$ cat src/rtl/pfb_reload_pkg.sv
// Shared definitions for the PFB coefficient reload path: set geometry,
// coefficient width and the reload scheduler state encoding.
package pfb_reload_pkg;

  localparam int NUM_TAPS      = 4096;
  localparam int COEF_W        = 25;
  localparam int CONFIG_CYCLES = 4100;
  localparam int CNT_W         = 13;

  localparam logic [31:0] COEF_MASK = 32'((64'd1 << COEF_W) - 64'd1);

  typedef enum logic [2:0] {
    ST_IDLE,
    ST_XFER,
    ST_PAD,
    ST_DRAIN,
    ST_WAIT
  } state_t;

endpackage

$ cat src/rtl/pfb_coeff_reload_sched_rr_arb2.sv
// Two-way round-robin grant. The pointer names the preferred requester when
// both ask at once; an update strobe hands preference to the other side.
module rr_arb2 (
  input  logic       clk,
  input  logic       rst,
  input  logic [1:0] req,
  input  logic       update,
  input  logic       served,
  output logic       gnt_valid,
  output logic       gnt_idx
);

  logic ptr;

  always_ff @(posedge clk or posedge rst) begin
    if (rst) begin
      ptr <= 1'b0;
    end else if (update) begin
      ptr <= ~served;
    end
  end

  always_comb begin
    gnt_valid = |req;
    gnt_idx   = (req == 2'b11) ? ptr : req[1];
  end

endmodule

$ cat src/rtl/pfb_coeff_reload_sched.sv
// Arbitrates two coefficient-set requesters onto the single reload stream,
// forcing every forwarded set to exactly NUM_TAPS beats.
//
// state | meaning
// IDLE  | arbitrate requesters, no data movement
// XFER  | granted source passed through, counting beats
// PAD   | source ended early, zero beats up to the final tap
// DRAIN | final tap sent without source tlast, discard source to its tlast
// WAIT  | downstream config sweep cool-down
module pfb_coeff_reload_sched
  import pfb_reload_pkg::*;
(
  input  logic        clk,
  input  logic        sync_reset,
  input  logic        s0_axis_tvalid,
  output logic        s0_axis_tready,
  input  logic [31:0] s0_axis_tdata,
  input  logic        s0_axis_tlast,
  input  logic        s1_axis_tvalid,
  output logic        s1_axis_tready,
  input  logic [31:0] s1_axis_tdata,
  input  logic        s1_axis_tlast,
  output logic        m_axis_reload_tvalid,
  output logic [31:0] m_axis_reload_tdata,
  output logic        m_axis_reload_tlast,
  input  logic        m_axis_reload_tready,
  output logic        busy,
  output logic        active_src,
  output logic        len_err,
  output logic        done
);

  state_t           state, state_nxt;
  logic [CNT_W-1:0] beat_cnt, wait_cnt;
  logic             src_sel;
  logic             gnt_valid, gnt_idx;
  logic             sel_valid, sel_last;
  logic [31:0]      sel_data;
  logic             last_beat, wait_done;
  logic             beat_clr, beat_inc, wait_clr, rr_update;

  rr_arb2 u_arb (
    .clk      (clk),
    .rst      (sync_reset),
    .req      ({s1_axis_tvalid, s0_axis_tvalid}),
    .update   (rr_update),
    .served   (src_sel),
    .gnt_valid(gnt_valid),
    .gnt_idx  (gnt_idx)
  );

  always_comb begin
    sel_valid = src_sel ? s1_axis_tvalid : s0_axis_tvalid;
    sel_last  = src_sel ? s1_axis_tlast  : s0_axis_tlast;
    sel_data  = src_sel ? s1_axis_tdata  : s0_axis_tdata;
    last_beat = (beat_cnt == CNT_W'(NUM_TAPS - 1));
    wait_done = (wait_cnt == CNT_W'(CONFIG_CYCLES - 1));
  end

  always_ff @(posedge clk or posedge sync_reset) begin
    if (sync_reset) begin
      state    <= ST_IDLE;
      beat_cnt <= '0;
      wait_cnt <= '0;
      src_sel  <= 1'b0;
    end else begin
      state <= state_nxt;
      if (beat_clr) begin
        beat_cnt <= '0;
      end else if (beat_inc) begin
        beat_cnt <= beat_cnt + 1'b1;
      end
      if (wait_clr) begin
        wait_cnt <= '0;
      end else if (state == ST_WAIT && !wait_done) begin
        wait_cnt <= wait_cnt + 1'b1;
      end
      if (state == ST_IDLE && gnt_valid) begin
        src_sel <= gnt_idx;
      end
    end
  end

  always_comb begin
    state_nxt            = state;
    beat_clr             = 1'b0;
    beat_inc             = 1'b0;
    wait_clr             = 1'b0;
    rr_update            = 1'b0;
    s0_axis_tready       = 1'b0;
    s1_axis_tready       = 1'b0;
    m_axis_reload_tvalid = 1'b0;
    m_axis_reload_tdata  = '0;
    m_axis_reload_tlast  = 1'b0;
    len_err              = 1'b0;
    done                 = 1'b0;

    case (state)
      ST_IDLE: begin
        if (gnt_valid) begin
          state_nxt = ST_XFER;
          beat_clr  = 1'b1;
        end
      end
      ST_XFER: begin
        m_axis_reload_tvalid = sel_valid;
        m_axis_reload_tdata  = sel_data & COEF_MASK;
        m_axis_reload_tlast  = last_beat;
        if (src_sel) s1_axis_tready = m_axis_reload_tready;
        else         s0_axis_tready = m_axis_reload_tready;
        if (sel_valid && m_axis_reload_tready) begin
          if (sel_last && last_beat) begin
            state_nxt = ST_WAIT;
            wait_clr  = 1'b1;
          end else if (sel_last) begin
            len_err   = 1'b1;
            beat_inc  = 1'b1;
            state_nxt = ST_PAD;
          end else if (last_beat) begin
            len_err   = 1'b1;
            state_nxt = ST_DRAIN;
          end else begin
            beat_inc = 1'b1;
          end
        end
      end
      ST_PAD: begin
        m_axis_reload_tvalid = 1'b1;
        m_axis_reload_tlast  = last_beat;
        if (m_axis_reload_tready) begin
          if (last_beat) begin
            state_nxt = ST_WAIT;
            wait_clr  = 1'b1;
          end else begin
            beat_inc = 1'b1;
          end
        end
      end
      ST_DRAIN: begin
        if (src_sel) s1_axis_tready = 1'b1;
        else         s0_axis_tready = 1'b1;
        if (sel_valid && sel_last) begin
          state_nxt = ST_WAIT;
          wait_clr  = 1'b1;
        end
      end
      ST_WAIT: begin
        if (wait_done) begin
          done      = 1'b1;
          rr_update = 1'b1;
          state_nxt = ST_IDLE;
        end
      end
      default: state_nxt = ST_IDLE;
    endcase
  end

  assign busy       = (state != ST_IDLE);
  assign active_src = src_sel;

endmodule

$ cat config.mk
export PLATFORM = sky130hd
export DESIGN_NAME = pfb_coeff_reload_sched
export DESIGN_NICKNAME = d
export VERILOG_FILES = /design/src/rtl/pfb_reload_pkg.sv /design/src/rtl/pfb_coeff_reload_sched_rr_arb2.sv /design/src/rtl/pfb_coeff_reload_sched.sv
export SDC_FILE = /design/constraint.sdc
export NUM_CORES = 1
export LEC_CHECK = 0
export CELL_PAD_IN_SITES_DETAIL_PLACEMENT = 2
export CELL_PAD_IN_SITES_GLOBAL_PLACEMENT = 2
export CORE_MARGIN = 2
export CORE_UTILIZATION = 22
export CTS_CLUSTER_DIAMETER = 120
export DETAILED_ROUTE_END_ITERATION = 10
export PLACE_DENSITY = 0.83
export SLEW_MARGIN = 20
export SYNTH_ARGS = -nofsm -noshare
export SYNTH_HDL_FRONTEND = slang
export SYNTH_SLANG_ARGS = --single-unit
$ cat constraint.sdc
create_clock -name clk -period 3.05 [get_ports clk]
set_clock_uncertainty 0.15 [all_clocks]
set_input_delay 0.61 -clock clk [delete_from_list [all_inputs] [get_ports clk]]
set_output_delay 0.61 -clock clk [all_outputs]
set_load 0.02 [all_outputs]
==> results.py, run 1 <==
metrics = {
    "clock_network": {
        "clkSlewWorstSetupHoldPaths_ns": 0.07,
        "insertion_delay_ns": 0.29,
        "cts_buffers": 5,
        "cts.htree.levels": 2,
        "cts_root_buffer": "clkbuf_8",
        "cts_tree": "built",
        "cts_hold_buf": 0,
        "cts_buffer_depth": 2,
        "clkSinkCount": 31,
    },
    "power": {
        "switching_share_pct": 44.2,
        "leakagePower_nw": 1.60,
        "clkPwrFrac_pct": 14.9,
        "pwr-share-seq_pct": 23.7,
        "comb_power_share_pct": 61.4,
        "ir_drop_v": 0.000343,
        "p_switching_w": 0.00127,
        "p_int_w": 0.00160,
        "p_per_area_nw_per_um2": 790,
    },
    "routing": {
        "drtIter0Drc": 118,
        "vias": 2422,
        "drc": 0,
        "drt.antenna.violating_nets": 0,
        "wl_per_cell_um": 16.4,
        "vias_per_cell": 4.73,
        "firstDrtPassIters": 4,
        "wirelength_um": 8380,
    },
    "finish": {
        "drive_gt1_share_pct": 14.9,
        "multi_input_comb_area_sq_um": 1420,
        "n_fill_cell": 1158,
        "finalNetCount": 451,
        "num_antenna_cells": 0,
        "design_area_sq_um": 3630,
        "area_growth_pct": 58.8,
        "regArea_sq_um": 778,
    },
    "place": {
        "port_buffers": 89,
        "gp_congestion": 0.743,
        "placed_cell_area_sq_um": 3450,
        "hpwl_um": 6590,
    },
    "synth": {
        "syn_avg_cell_area_sq_um": 8.62,
        "synthTopCellsByArea": "dfrtp_1 (34%), mux2i_1 (12%), nor2_1 (7.7%)",
        "synth-xor-area-share_pct": 5.75,
        "ys_async_sr_fraction_pct": 100,
        "synth_top_family_by_area": "simple AND/OR/NAND/NOR gates",
        "synth_seq_cells": 31,
        "yosys-mux-area-fraction_pct": 13.3,
        "synth_most_common_cell": "nor2_1",
        "yosysTopAreaCellShare_pct": 34.0,
        "seq_area_frac_synth_pct": 34.0,
        "yosys-top-cells-count": "nor2_1 (47), dfrtp_1 (31), mux2i_1 (28), nand2_1 (16)",
        "netlist_instances": 265,
        "synth.cell_area_sq_um": 2280,
        "yosys.area_share.simple_pct": 25.4,
        "ys_warn_count": 0,
        "synth-edff-count": 0,
        "ys_types": 49,
        "synthAdderAreaFrac_pct": 2.74,
        "synth_compound_area_share_pct": 11.8,
        "synthFlopType": "dfrtp_1",
        "yosys.area.top_type": "dfrtp_1",
    },
    "critical_path": {
        "startpoint_type": "register",
        "critPathMaxFanout": 3,
        "critical_path.startpoint": "beat_cnt[1]",
        "worst_ep_arrival_time_ns": 2.17,
        "cp-end-kind": "output pin",
        "crit_buf_inv": 2,
        "path_common_cell": "buf_4",
        "crit_slowest_cell": "or4_4",
        "cp_top_family": "simple AND/OR/NAND/NOR gates",
        "r2r-start": "beat_cnt[1]",
        "slowest_delay_ns": 0.50,
        "cp.required_ns": 2.29,
        "path_class": "reg -> out",
        "crit_chain": "ha_2, nand3_2, or4_4, ha_1, nor3b_2, buf_4, buf_4",
    },
    "floorplan": {
        "dieArea_sq_um": 11200,
        "std_cell_rows": 37,
        "fp.dieH_um": 106,
        "io_pins": 111,
        "core_area_sq_um": 10200,
        "start_util_pct": 22.4,
        "die_x_um": 106,
    },
    "global_route": {
        "grt_use_total_pct": 15.6,
        "grt_overflow": 0,
        "first_global_vias": 2734,
        "grt_max_degree": 32,
        "antenna_found_initial": 0,
        "grt_first_pass_wirelength_um": 13900,
    },
    "sta": {
        "setup_viol": 0,
        "hold_violations": 0,
        "fmax_mhz": 342,
        "period_share_pct": 95.9,
        "maxSlewHeadroom_pct": 62.0,
        "slew_viol_final": 0,
        "rsz0062_at_grt": "no",
        "holdWs_ns": 0.386,
        "period_needed_ns": 2.93,
        "worst_slew_pin_slew_ns": 0.566,
    },
    "min_path": {
        "hold_path.class": "reg -> reg",
        "hold_path.startpoint": "beat_cnt[2]",
    },
    "run": {
        "drv_cap": 0,
    },
    "run_status": {
        "status": "completed",
    },
}
[routing by layer]
metal / track usage (%) / share of wire (%) / up-vias
met4: 3.38 / 1.3 / 0
met1: 17.5 / 39 / 1223
li1: - / - / 1144
met2: 30.1 / 57 / 46
met5: 0 / 0 / -
met3: 3.15 / 3.0 / 9
[sequential cells by signal, indices dropped and copies added (netlist names)]
register / cells
wait_cnt: 13
state: 3
active_src: 1
beat_cnt: 13
u_arb.ptr: 1
[cell families after synthesis]
kind of cell,count (synthesis)
buffers and inverters,30
DFF,31
other,1
muxes,30
AOI/OAI and AO/OA,40
adders and majority gates,5
xor gates and xnor gates,15
and+or+nand+nor,113
[power by group through the flow]
| stage | clock network, W | registers [W] | logic [W] |
|---|---|---|---|
| after floorplan | 0 | 0.000625 | 0.00101 |
| after global placement | 0 | 0.000662 | 0.00168 |
| after detailed placement | 0 | 0.000675 | 0.00175 |
| after CTS | 0.000444 | 0.000678 | 0.00179 |
| after global routing | 0.000453 | 0.000703 | 0.00193 |
| final | 0.000427 | 0.000678 | 0.00176 |
[path summary, 6_finish.rpt]
| check | to | cells after the start | slack, ns |
|---|---|---|---|
| max reg2reg | beat_cnt[10] | 12 | 0.28 |
| min reg2reg | beat_cnt[2] | 1 | 0.39 |
| min | beat_cnt[2] | 1 | 0.39 |
| max in group asynchronous | state[0] | 3 | 1.84 |
| min in group asynchronous | wait_cnt[2] | 3 | 0.57 |
| max | len_err | 7 | 0.12 |
[stage by stage]
stage | setup slack [ns] | total power (W) | util (%) | cells | TNS, ns
after CTS | 0.0385 | 0.00291 | 35.2 | 511 | 0
after global placement | -0.142 | 0.00234 | 33.9 | 503 | -0.142
after detailed placement | -0.159 | 0.00243 | 33.9 | 503 | -0.261
after global routing | 0.00571 | 0.00309 | 35.6 | 512 | 0
after floorplan | 0.200 | 0.00164 | - | 271 | 0
final | 0.125 | 0.00286 | 35.6 | 512 | 0
[final cells by class]
| type | count | share of cell area [%] |
|---|---|---|
| Multi-Input combinational cell | 210 | 39.0 |
| Timing Repair Buffer | 117 | 30.6 |
| Sequential cell | 31 | 21.5 |
| Tap cell | 136 | 4.69 |
| Clock buffer | 6 | 2.28 |
| Inverter | 10 | 1.03 |
| Clock inverter | 2 | 0.966 |
[cells in the final DEF (no fill, tap or decap), types with 6 or more instances in the layout]
cell             synthesis  layout
buf_4                    7      29
conb_1                   1       7
xor2_1                  12      12
clkdlybuf4s50_1          0      81
a21oi_1                 12      12
nor2_1                  47      47
clkbuf_8                 0       6
inv_1                   10      10
dfrtp_1                 31      29
mux2i_1                 28      27
nand2_1                 16      16
nand3_1                 12      12
o211ai_1                 8       8
[repair_timing]
item | in CTS | in global routing
endpoints found under the hold margin | 0 | 0
resized for setup | 10 | 10
setup buffers | 0 | 1
pin swaps | 0 | 2
setup endpoints to repair | 4 | 31
(Power assumes the default switching activity.)
==> run 2, diff against run 1 <==
- SETUP_SLACK_MARGIN: default -> 0.15
==> run 2 against run 1 <==
  * Largest power group unchanged
  * Cell count up 0.39%
  * Via count up 1.7%
  * Highest routed layer unchanged
  * Clock power up 1%
  * Utilization up 0.81 points
==> results.py, run 2 (synthesis results as in run 1) <==
metrics = {
    "run_status": {
        "status": "completed",
    },
    "sta": {
        "slew_viol_final": 0,
        "period_share_pct": 96.0,
        "maxSlewHeadroom_pct": 61.0,
        "worst_slew_pin_slew_ns": 0.581,
        "hold_violations": 0,
        "setup_viol": 0,
        "rsz0062_at_grt": "yes",
        "holdWs_ns": 0.388,
        "fmax_mhz": 341,
        "period_needed_ns": 2.93,
    },
    "clock_network": {
        "insertion_delay_ns": 0.29,
        "cts_buffers": 5,
        "cts_hold_buf": 0,
        "clkSlewWorstSetupHoldPaths_ns": 0.07,
        "cts_tree": "built",
        "cts_root_buffer": "clkbuf_8",
        "cts.htree.levels": 2,
        "clkSinkCount": 31,
        "cts_buffer_depth": 2,
    },
    "place": {
        "hpwl_um": 6590,
        "gp_congestion": 0.743,
        "port_buffers": 89,
    },
    "power": {
        "p_switching_w": 0.00129,
        "comb_power_share_pct": 61.2,
        "switching_share_pct": 45.3,
        "leakagePower_nw": 1.83,
        "pwr-share-seq_pct": 23.7,
        "p_int_w": 0.00157,
        "ir_drop_v": 0.000302,
        "p_per_area_nw_per_um2": 771,
        "clkPwrFrac_pct": 15.1,
    },
    "routing": {
        "vias": 2463,
        "drtIter0Drc": 94,
        "firstDrtPassIters": 4,
        "drc": 0,
        "drt.antenna.violating_nets": 0,
        "vias_per_cell": 4.79,
        "wirelength_um": 8760,
        "wl_per_cell_um": 17.0,
    },
    "global_route": {
        "grt_use_total_pct": 15.7,
        "grt_max_degree": 32,
        "first_global_vias": 2738,
        "antenna_found_initial": 0,
        "grt_first_pass_wirelength_um": 14000,
        "grt_overflow": 0,
    },
    "floorplan": {
        "std_cell_rows": 37,
        "dieArea_sq_um": 11200,
        "start_util_pct": 22.4,
        "fp.dieH_um": 106,
        "core_area_sq_um": 10200,
        "io_pins": 111,
        "die_x_um": 106,
    },
    "critical_path": {
        "r2r-start": "beat_cnt[0]",
        "ff2ff_path_depth": 12,
        "startpoint_type": "register",
        "r2r-end": "beat_cnt[10]",
        "r2r_slack_ns": 0.34,
        "worst_ep_arrival_time_ns": 2.17,
        "cp.required_ns": 2.29,
        "critPathMaxFanout": 2,
        "path_class": "reg -> out",
        "cp-end-kind": "output pin",
    },
    "finish": {
        "reg_top3": "beat_cnt x13, wait_cnt x13, state x3",
        "final_common_cell": "clkdlybuf4s50_1",
        "final_util_pct": 36.4,
        "finalNetCount": 453,
        "drive_gt1_share_pct": 16.4,
        "final_cell_mix": "clkdlybuf4s50_1 (58), nor2_1 (47), dfrtp_1 (29)",
        "area_growth_pct": 62.5,
        "num_antenna_cells": 0,
    },
    "min_path": {
        "min_to": "beat_cnt[2]",
        "hold_path.class": "reg -> reg",
        "hold_depth": 1,
        "hold_path.startpoint": "beat_cnt[2]",
    },
    "run": {
        "drv_cap": 0,
    },
}
## run 2: routing by layer
| metal | routed length, um | GRT usage [%] | up-vias |
|---|---|---|---|
| met3 | 264 | 3.22 | 6 |
| met4 | 81 | 3.38 | 0 |
| met2 | 5070 | 30.3 | 46 |
| li1 | - | - | 1153 |
| met1 | 3350 | 17.6 | 1258 |
| met5 | 0 | 0 | - |
## run 2: power by group through the flow
stage / combinational [W] / sequential [W] / clock [W]
after floorplan: 0.00101 / 0.000625 / 0
after global placement: 0.00168 / 0.000662 / 0
after detailed placement: 0.00175 / 0.000675 / 0
after CTS: 0.00175 / 0.000680 / 0.000444
after global routing: 0.00192 / 0.000702 / 0.000455
final: 0.00175 / 0.000677 / 0.000433
## run 2: what timing repair did
item	in CTS	in global routing
buffers inserted	1	2
gates resized for setup	27	30
endpoints found under the setup margin	33	40
pin swaps	0	4
## run 2: stage by stage
stage | TNS [ns] | cell area, sq um | worst slack, ns | cells | power (W)
detailed placement | -0.261 | 3450 | -0.159 | 503 | 0.00243
floorplan | 0 | 2310 | 0.200 | 271 | 0.00164
finish | 0 | 3710 | 0.121 | 514 | 0.00286
global placement | -0.142 | 3450 | -0.142 | 503 | 0.00234
global route | 0 | 3710 | 0.0506 | 514 | 0.00308
CTS | 0 | 3600 | 0.0711 | 512 | 0.00287
## run 2: critical path: stages (launching register included)
cell and delay [ns]:
dfrtp_1 0.36, ha_2 0.19, nand3_2 0.11, or4_4 0.53, ha_4 0.27, nor3b_4 0.16, buf_4 0.14, buf_6 0.11
## run 2: worst max path at each step
stage                   from       to  slack, ns  cells past startpoint
2_1_floorplan    beat_cnt[0]  len_err       0.20                      6
3_3_place_gp   s1_axis_tlast  len_err      -0.14                      6
3_5_place_dp   s1_axis_tlast  len_err      -0.16                      6
4_1_cts          beat_cnt[0]  len_err       0.07                      7
5_1_grt          beat_cnt[0]  len_err       0.05                      7
6_report         beat_cnt[0]  len_err       0.12                      7
## run 2: final cells by class
| cell class | count | area [sq um] |
|---|---|---|
| multi-input combinational | 210 | 1460 |
| clock inverter | 2 | 35.0 |
| timing repair buffer | 119 | 1150 |
| clock buffer | 6 | 82.6 |
| sequential | 31 | 778 |
| tap | 136 | 170 |
| fill | 1154 | 6470 |
| inverter | 10 | 37.5 |
